### src/rtl/axis_skid_fifo_if.sv
// AXI4-Stream beat bundle used on both sides of the skid FIFO.
// Master drives data/keep/valid; slave returns ready.
interface axis_skid_fifo_if #(
    parameter int DATA_WIDTH = 32
);
    logic [DATA_WIDTH-1:0]   tdata;
    logic [DATA_WIDTH/8-1:0] tkeep;
    logic                    tvalid;
    logic                    tready;

    modport master (
        output tdata,
        output tkeep,
        output tvalid,
        input  tready
    );

    modport slave (
        input  tdata,
        input  tkeep,
        input  tvalid,
        output tready
    );
endinterface

### src/rtl/axis_skid_fifo.sv
// First-word-fall-through AXI4-Stream FIFO with registered outputs.
// Head beat lives in the output register; the array holds the rest.
module axis_skid_fifo #(
    parameter int DATA_WIDTH = 32,
    parameter int DEPTH      = 4,
    parameter bit DROP_NULL  = 1'b1
) (
    input  logic                    clock,
    input  logic                    reset,
    axis_skid_fifo_if.slave         s_axis,
    axis_skid_fifo_if.master        m_axis,
    output logic [$clog2(DEPTH):0]  occupancy
);
    localparam int KW = DATA_WIDTH / 8;
    localparam int AW = $clog2(DEPTH);
    localparam int CW = AW + 1;
    localparam int BW = DATA_WIDTH + KW;

    logic [BW-1:0] r_mem [DEPTH];
    logic [AW-1:0] r_wptr;
    logic [AW-1:0] r_rptr;
    logic [CW-1:0] r_count;
    logic [BW-1:0] r_head;
    logic          r_m_valid;
    logic          r_s_ready;

    logic          w_keep_ok;
    logic          w_push;
    logic          w_pop;
    logic          w_load;
    logic          w_mem_empty;
    logic          w_mem_rd;
    logic          w_mem_wr;
    logic          w_bypass;
    logic [CW-1:0] w_mem_cnt;
    logic [CW-1:0] w_count_nxt;
    logic [BW-1:0] w_in_beat;

    assign w_in_beat   = {s_axis.tkeep, s_axis.tdata};
    assign w_keep_ok   = !DROP_NULL || (|s_axis.tkeep);
    assign w_push      = s_axis.tvalid & r_s_ready & w_keep_ok;
    assign w_pop       = r_m_valid & m_axis.tready;
    // Output register needs a new head when empty or being consumed.
    assign w_load      = !r_m_valid | w_pop;
    assign w_mem_cnt   = r_count - CW'(r_m_valid);
    assign w_mem_empty = (w_mem_cnt == '0);
    assign w_mem_rd    = w_load & !w_mem_empty;
    // Nothing queued behind the head: incoming beat goes straight out.
    assign w_bypass    = w_load & w_mem_empty & w_push;
    assign w_mem_wr    = w_push & !w_bypass;
    assign w_count_nxt = r_count + CW'(w_push) - CW'(w_pop);

    // Storage array write; contents need no reset since pointers do.
    always_ff @(posedge clock) begin
        if (reset && w_mem_wr) begin
            r_mem[r_wptr] <= w_in_beat;
        end
    end

    // Pointers, occupancy, registered ready and output head register.
    always_ff @(posedge clock) begin
        if (!reset) begin
            r_wptr    <= '0;
            r_rptr    <= '0;
            r_count   <= '0;
            r_s_ready <= 1'b0;
            r_m_valid <= 1'b0;
            r_head    <= '0;
        end else begin
            r_count   <= w_count_nxt;
            r_s_ready <= (w_count_nxt < CW'(DEPTH));
            if (w_mem_wr) begin
                r_wptr <= r_wptr + AW'(1);
            end
            if (w_mem_rd) begin
                r_head    <= r_mem[r_rptr];
                r_rptr    <= r_rptr + AW'(1);
                r_m_valid <= 1'b1;
            end else if (w_bypass) begin
                r_head    <= w_in_beat;
                r_m_valid <= 1'b1;
            end else if (w_load) begin
                r_m_valid <= 1'b0;
            end
        end
    end

    assign m_axis.tdata  = r_head[DATA_WIDTH-1:0];
    assign m_axis.tkeep  = r_head[BW-1:DATA_WIDTH];
    assign m_axis.tvalid = r_m_valid;
    assign s_axis.tready = r_s_ready;
    assign occupancy     = r_count;
endmodule

### src/flat_wrapper.sv
// flat-port wrapper written by rule: the top's interface ports become plain ports
module axis_skid_fifo_flat 
#(
    parameter int DATA_WIDTH = 32,
    parameter int DEPTH      = 4,
    parameter bit DROP_NULL  = 1'b1
)
  (clock, reset, occupancy, s_axis_tdata, s_axis_tkeep, s_axis_tvalid, s_axis_tready, m_axis_tdata, m_axis_tkeep, m_axis_tvalid, m_axis_tready);
  axis_skid_fifo_if #(.DATA_WIDTH(DATA_WIDTH)) s_axis_i ();
  axis_skid_fifo_if #(.DATA_WIDTH(DATA_WIDTH)) m_axis_i ();
  input  logic clock;
  input  logic reset;
  output logic [$clog2(DEPTH):0] occupancy;
  input wire logic [$bits(s_axis_i.tdata)-1:0] s_axis_tdata;
  input wire logic [$bits(s_axis_i.tkeep)-1:0] s_axis_tkeep;
  input wire logic [$bits(s_axis_i.tvalid)-1:0] s_axis_tvalid;
  output wire logic [$bits(s_axis_i.tready)-1:0] s_axis_tready;
  output wire logic [$bits(m_axis_i.tdata)-1:0] m_axis_tdata;
  output wire logic [$bits(m_axis_i.tkeep)-1:0] m_axis_tkeep;
  output wire logic [$bits(m_axis_i.tvalid)-1:0] m_axis_tvalid;
  input wire logic [$bits(m_axis_i.tready)-1:0] m_axis_tready;
  assign s_axis_i.tdata = s_axis_tdata;
  assign s_axis_i.tkeep = s_axis_tkeep;
  assign s_axis_i.tvalid = s_axis_tvalid;
  assign s_axis_tready = s_axis_i.tready;
  assign m_axis_tdata = m_axis_i.tdata;
  assign m_axis_tkeep = m_axis_i.tkeep;
  assign m_axis_tvalid = m_axis_i.tvalid;
  assign m_axis_i.tready = m_axis_tready;
  axis_skid_fifo #(.DATA_WIDTH(DATA_WIDTH), .DEPTH(DEPTH), .DROP_NULL(DROP_NULL)) u_core (.clock(clock), .reset(reset), .s_axis(s_axis_i), .m_axis(m_axis_i), .occupancy(occupancy));
endmodule
### config.mk
export PLATFORM = sky130hd
export DESIGN_NAME = axis_skid_fifo_flat
export DESIGN_NICKNAME = d
export VERILOG_FILES = /design/src/rtl/axis_skid_fifo_if.sv /design/src/rtl/axis_skid_fifo.sv /design/src/flat_wrapper.sv
export SDC_FILE = /design/constraint.sdc
export NUM_CORES = 1
export LEC_CHECK = 0
export ABC_AREA = 1
export CORE_MARGIN = 4
export CORE_UTILIZATION = 51
export DETAILED_ROUTE_END_ITERATION = 10
export GPL_ROUTABILITY_DRIVEN = 0
export PLACE_DENSITY = 0.72
export SETUP_SLACK_MARGIN = 0.15
export SLEW_MARGIN = 20
export SYNTH_ARGS = -nofsm -noshare
export SYNTH_HDL_FRONTEND = slang
export SYNTH_SLANG_ARGS = --single-unit
export TNS_END_PERCENT = 20
### constraint.sdc
create_clock -name clock -period 3.5 [get_ports clock]
set_clock_uncertainty 0.1 [all_clocks]
set_input_delay 0.35 -clock clock [delete_from_list [all_inputs] [get_ports clock]]
set_output_delay 0.35 -clock clock [all_outputs]
set_load 0.005 [all_outputs]
==> summary.txt <==
STA
  • Max-slew violations: 0
  • Min Hold Slack: 390.7 ps
  • Setup ws final: 905.9 ps
  • Final TNS setup: 0 ps
  • Max Fclk: 0.3855 GHz
  • Slew margin rel.: 0.4835
  • Final Critical Period: 2594 ps
  • Final setup fails: 0
  • Unrepaired setup endpoints after global routing: false
  • Crit share post-route: 0.7412
  • Final Hold Fails: 0
  • Worst slew pin tran: 774.7 ps

Clock tree
  • CTS tree: done
  • Clock root buffer: clkbuf_16
  • Clock Latency Late Sink: 420 ps
  • CTS Buffer Depth: 2
  • # resized after CTS: 0
  • CTS sink cnt: 191
  • Clk pin slew, worst setup/hold paths: 70 ps
  • Hold-fix buffers, CTS: 0
  • H-tree levels: 4
  • CTS Buf Count: 17
  • Setup repair bufs after CTS: 0

Synthesis
  • #FFs+latches synth: 191
  • Count of cell types in the netlist: 28
  • Synth Area in Simple Gates: 0.2401
  • Complex-gate fraction of the synthesized area: 0.02535
  • Post-synthesis xor/xnor area fraction: 0.002164
  • Combinational family with the most area after synthesis: simple AND/OR/NAND/NOR gates
  • Syn Area/Cell: 9.919 µm²
  • Syn Nets: 864
  • Mux share of post-synthesis cell area: 0
  • Post-synthesis adder-cell area fraction: 0.01329
  • Post-Syn Instances: 816
  • Post-synthesis sequential area ratio: 0.6505
  • Synth warn: 0
  • Synthesized area: 8094 µm²

Layout
  • Fin nets: 929
  • Register area: 5268 µm²
  • Area grow syn2layout: 19.25%
  • Antenna Cells: 0
  • Final Non-Filler Cells: 1105
  • Layout cells sized above 1: 0.08054
  • Most common cell after layout, fill and taps aside: nand2_1
  • Area of the multi-input gates: 2303 µm²
  • Filler Cell Count: 1257
  • Most frequent cells in the layout: nand2_1, edfxtp_1, clkdlybuf4s50_1, nand3_1, nor2_1

Drt
  • Routed wl met2: 7992 µm
  • DR WL/cell: 14.47 µm
  • Post-route ant nets: 0
  • DR top layer: met4
  • DR pass1 iterations: 5
  • DR vias: 5468
  • DRC: 0
  • Starting DRT DRC Count: 520
  • Met3 routed WL: 829 µm
  • Final WL: 15990 µm
  • DRT met1 WL: 7030 µm
  • Vias per cell: 4.948

Setup path
  • CP peak stage delay: 600 ps
  • CP most frequent cell: nand2_1
  • Critical path launch point type: input pin
  • R2R cell count: 9
  • Slowest cell on the critical path: clkdlybuf4s50_1
  • Worst-path fanout max: 27
  • R2R Setup Slk: 920 ps
  • Signal arrival time at the worst endpoint: 2610 ps
  • Critical Path RT: 3520 ps
  • WS Path Type: in2reg
  • Setup crit end kind: flop
  • Worst-path cell chain: clkdlybuf4s50_1 -> nor2_1 -> nand2_1 -> nand2_1 -> a21oi_1 -> nand2_1 -> nor2_4 -> buf_12

Floorplan
  • Die Height: 134.0 µm
  • DIE WIDTH: 134.0 µm
  • Die area: 17950 µm²
  • Boundary Pins: 81
  • Row cnt: 45
  • Core area: 15370 µm²
  • Starting density of the core: 0.5266

Power
  • NetSw: 3.021 mW
  • Sw frac: 0.3615
  • Cell Pwr Density: 866.0 nW/µm²
  • Power after layout: 8.358 mW
  • Reg power frac: 0.342
  • Pint: 5.337 mW
  • Pleak: 3.791 nW
  • Peak VDD IR: 0.5480 mV
  • Clock share of power: 0.266
  • Combinational power share: 0.392

Job
  • Max_cap viols: 0

Place
  • Worst slack, placed: 493.2 ps
  • Cells after DPL: 1073
  • IO Port Bufs: 80
  • Post-DP HPWL: 9198 µm

Global route
  • Pin count of the biggest net entering global routing: 78
  • Vias in the first global route: 5284
  • First-pass GRT wire length: 26570 µm
  • Total track usage: 0.1872
  • Initial antenna violation count: 0
  • Grt ovf: 0

Hold path
  • Hold Path Depth: 4
  • Worst hold path type: in2reg

Run status
  • Status: complete, no violations
synthesized netlist by cell type:
cell type  count  area share
nand2_1      304        0.14
edfxtp_1     144        0.53
nand3_1       72       0.045
nor2_1        68       0.032
inv_1         59       0.027
dfxtp_1       47        0.12
nor2_2        19       0.015
o21ai_0       19       0.012
o21ai_1       19       0.012
buf_2         13      0.0080
buf_4         10      0.0093
buf_8          7       0.013
ha_1           7       0.011
buf_1          4      0.0019
buf_6          4      0.0056
clkbuf_1       4      0.0019
a21oi_1        3      0.0019
inv_2          2     0.00093
nand2_2        2      0.0015
and2_1         1     0.00077
fa_1           1      0.0025
inv_4          1     0.00077
nand2_4        1      0.0014
nand2_8        1      0.0025
nand3_2        1      0.0012
nor3b_1        1     0.00093
xnor2_1        1      0.0011
xor2_1         1      0.0011
critical path: cells and delay by family:
| kind | cells | cell delay [ps] |
|---|---|---|
| buffers and inverters | 2 | 860 |
| AO/OA/AOI/OAI | 1 | 320 |
| AND/OR/NAND/NOR | 5 | 1060 |
logic make-up after synthesis:
family / after synthesis
AO/OA/AOI/OAI: 41
XOR/XNOR: 2
adder cells (fa/ha/maj): 8
buffers and inverters: 104
flip-flops: 191
AND/OR/NAND/NOR: 470
path summary, 6_finish.rpt:
kind | start | to
setup / recovery | s_axis_tkeep[3] | u_core.r_mem[1][10]
hold / removal | reset | u_core.occupancy[1]
setup reg to reg | u_core.m_axis.tvalid | u_core.r_mem[1][10]
hold reg to reg | u_core.r_head[19] | u_core.r_head[19]
area by class of cell:
| class | count | area share |
|---|---|---|
| clock inverter | 15 | 0.02722 |
| multi-input combinational | 521 | 0.2387 |
| tap | 211 | 0.02735 |
| clock buffer | 17 | 0.04408 |
| inverter | 62 | 0.02437 |
| timing repair buffer | 88 | 0.09256 |
| sequential | 191 | 0.5458 |
stage by stage:
| stage | cell area, µm² | util |
|---|---|---|
| 4_1_cts | 9652 | 0.6279 |
| 3_5_place_dp | 8964 | 0.5832 |
| 6_report | 9652 | 0.6279 |
| 3_3_place_gp | 8964 | 0.5832 |
| 5_1_grt | 9652 | 0.6279 |
| 2_1_floorplan | 8094 | - |
power by group through the flow:
stage | Clock, mW | Combinational, mW | Sequential [mW]
after floorplan | 0 | 2.73 | 2.91
after global placement | 0 | 3.26 | 2.90
after detailed placement | 0 | 3.30 | 2.91
after CTS | 2.25 | 3.34 | 2.86
after global routing | 2.35 | 3.79 | 2.90
final | 2.22 | 3.27 | 2.86
per-layer routing:
metal  track usage  vias up
met5             0        -
met4       0.05143        0
met3       0.04651       15
met2        0.3161      142
met1        0.2425     2550
li1              -     2761
flip-flops by register name, summed over array words and instances, names as in the netlist, named ones only:
signal and flops:
u_core.r_mem 144, u_core.m_axis.tvalid 1, u_core.r_rptr 2, u_core.r_wptr 2
u_core.r_head 36, u_core.s_axis.tready 1, u_core.occupancy 3
Note: power is estimated with default switching activity, not from simulation.
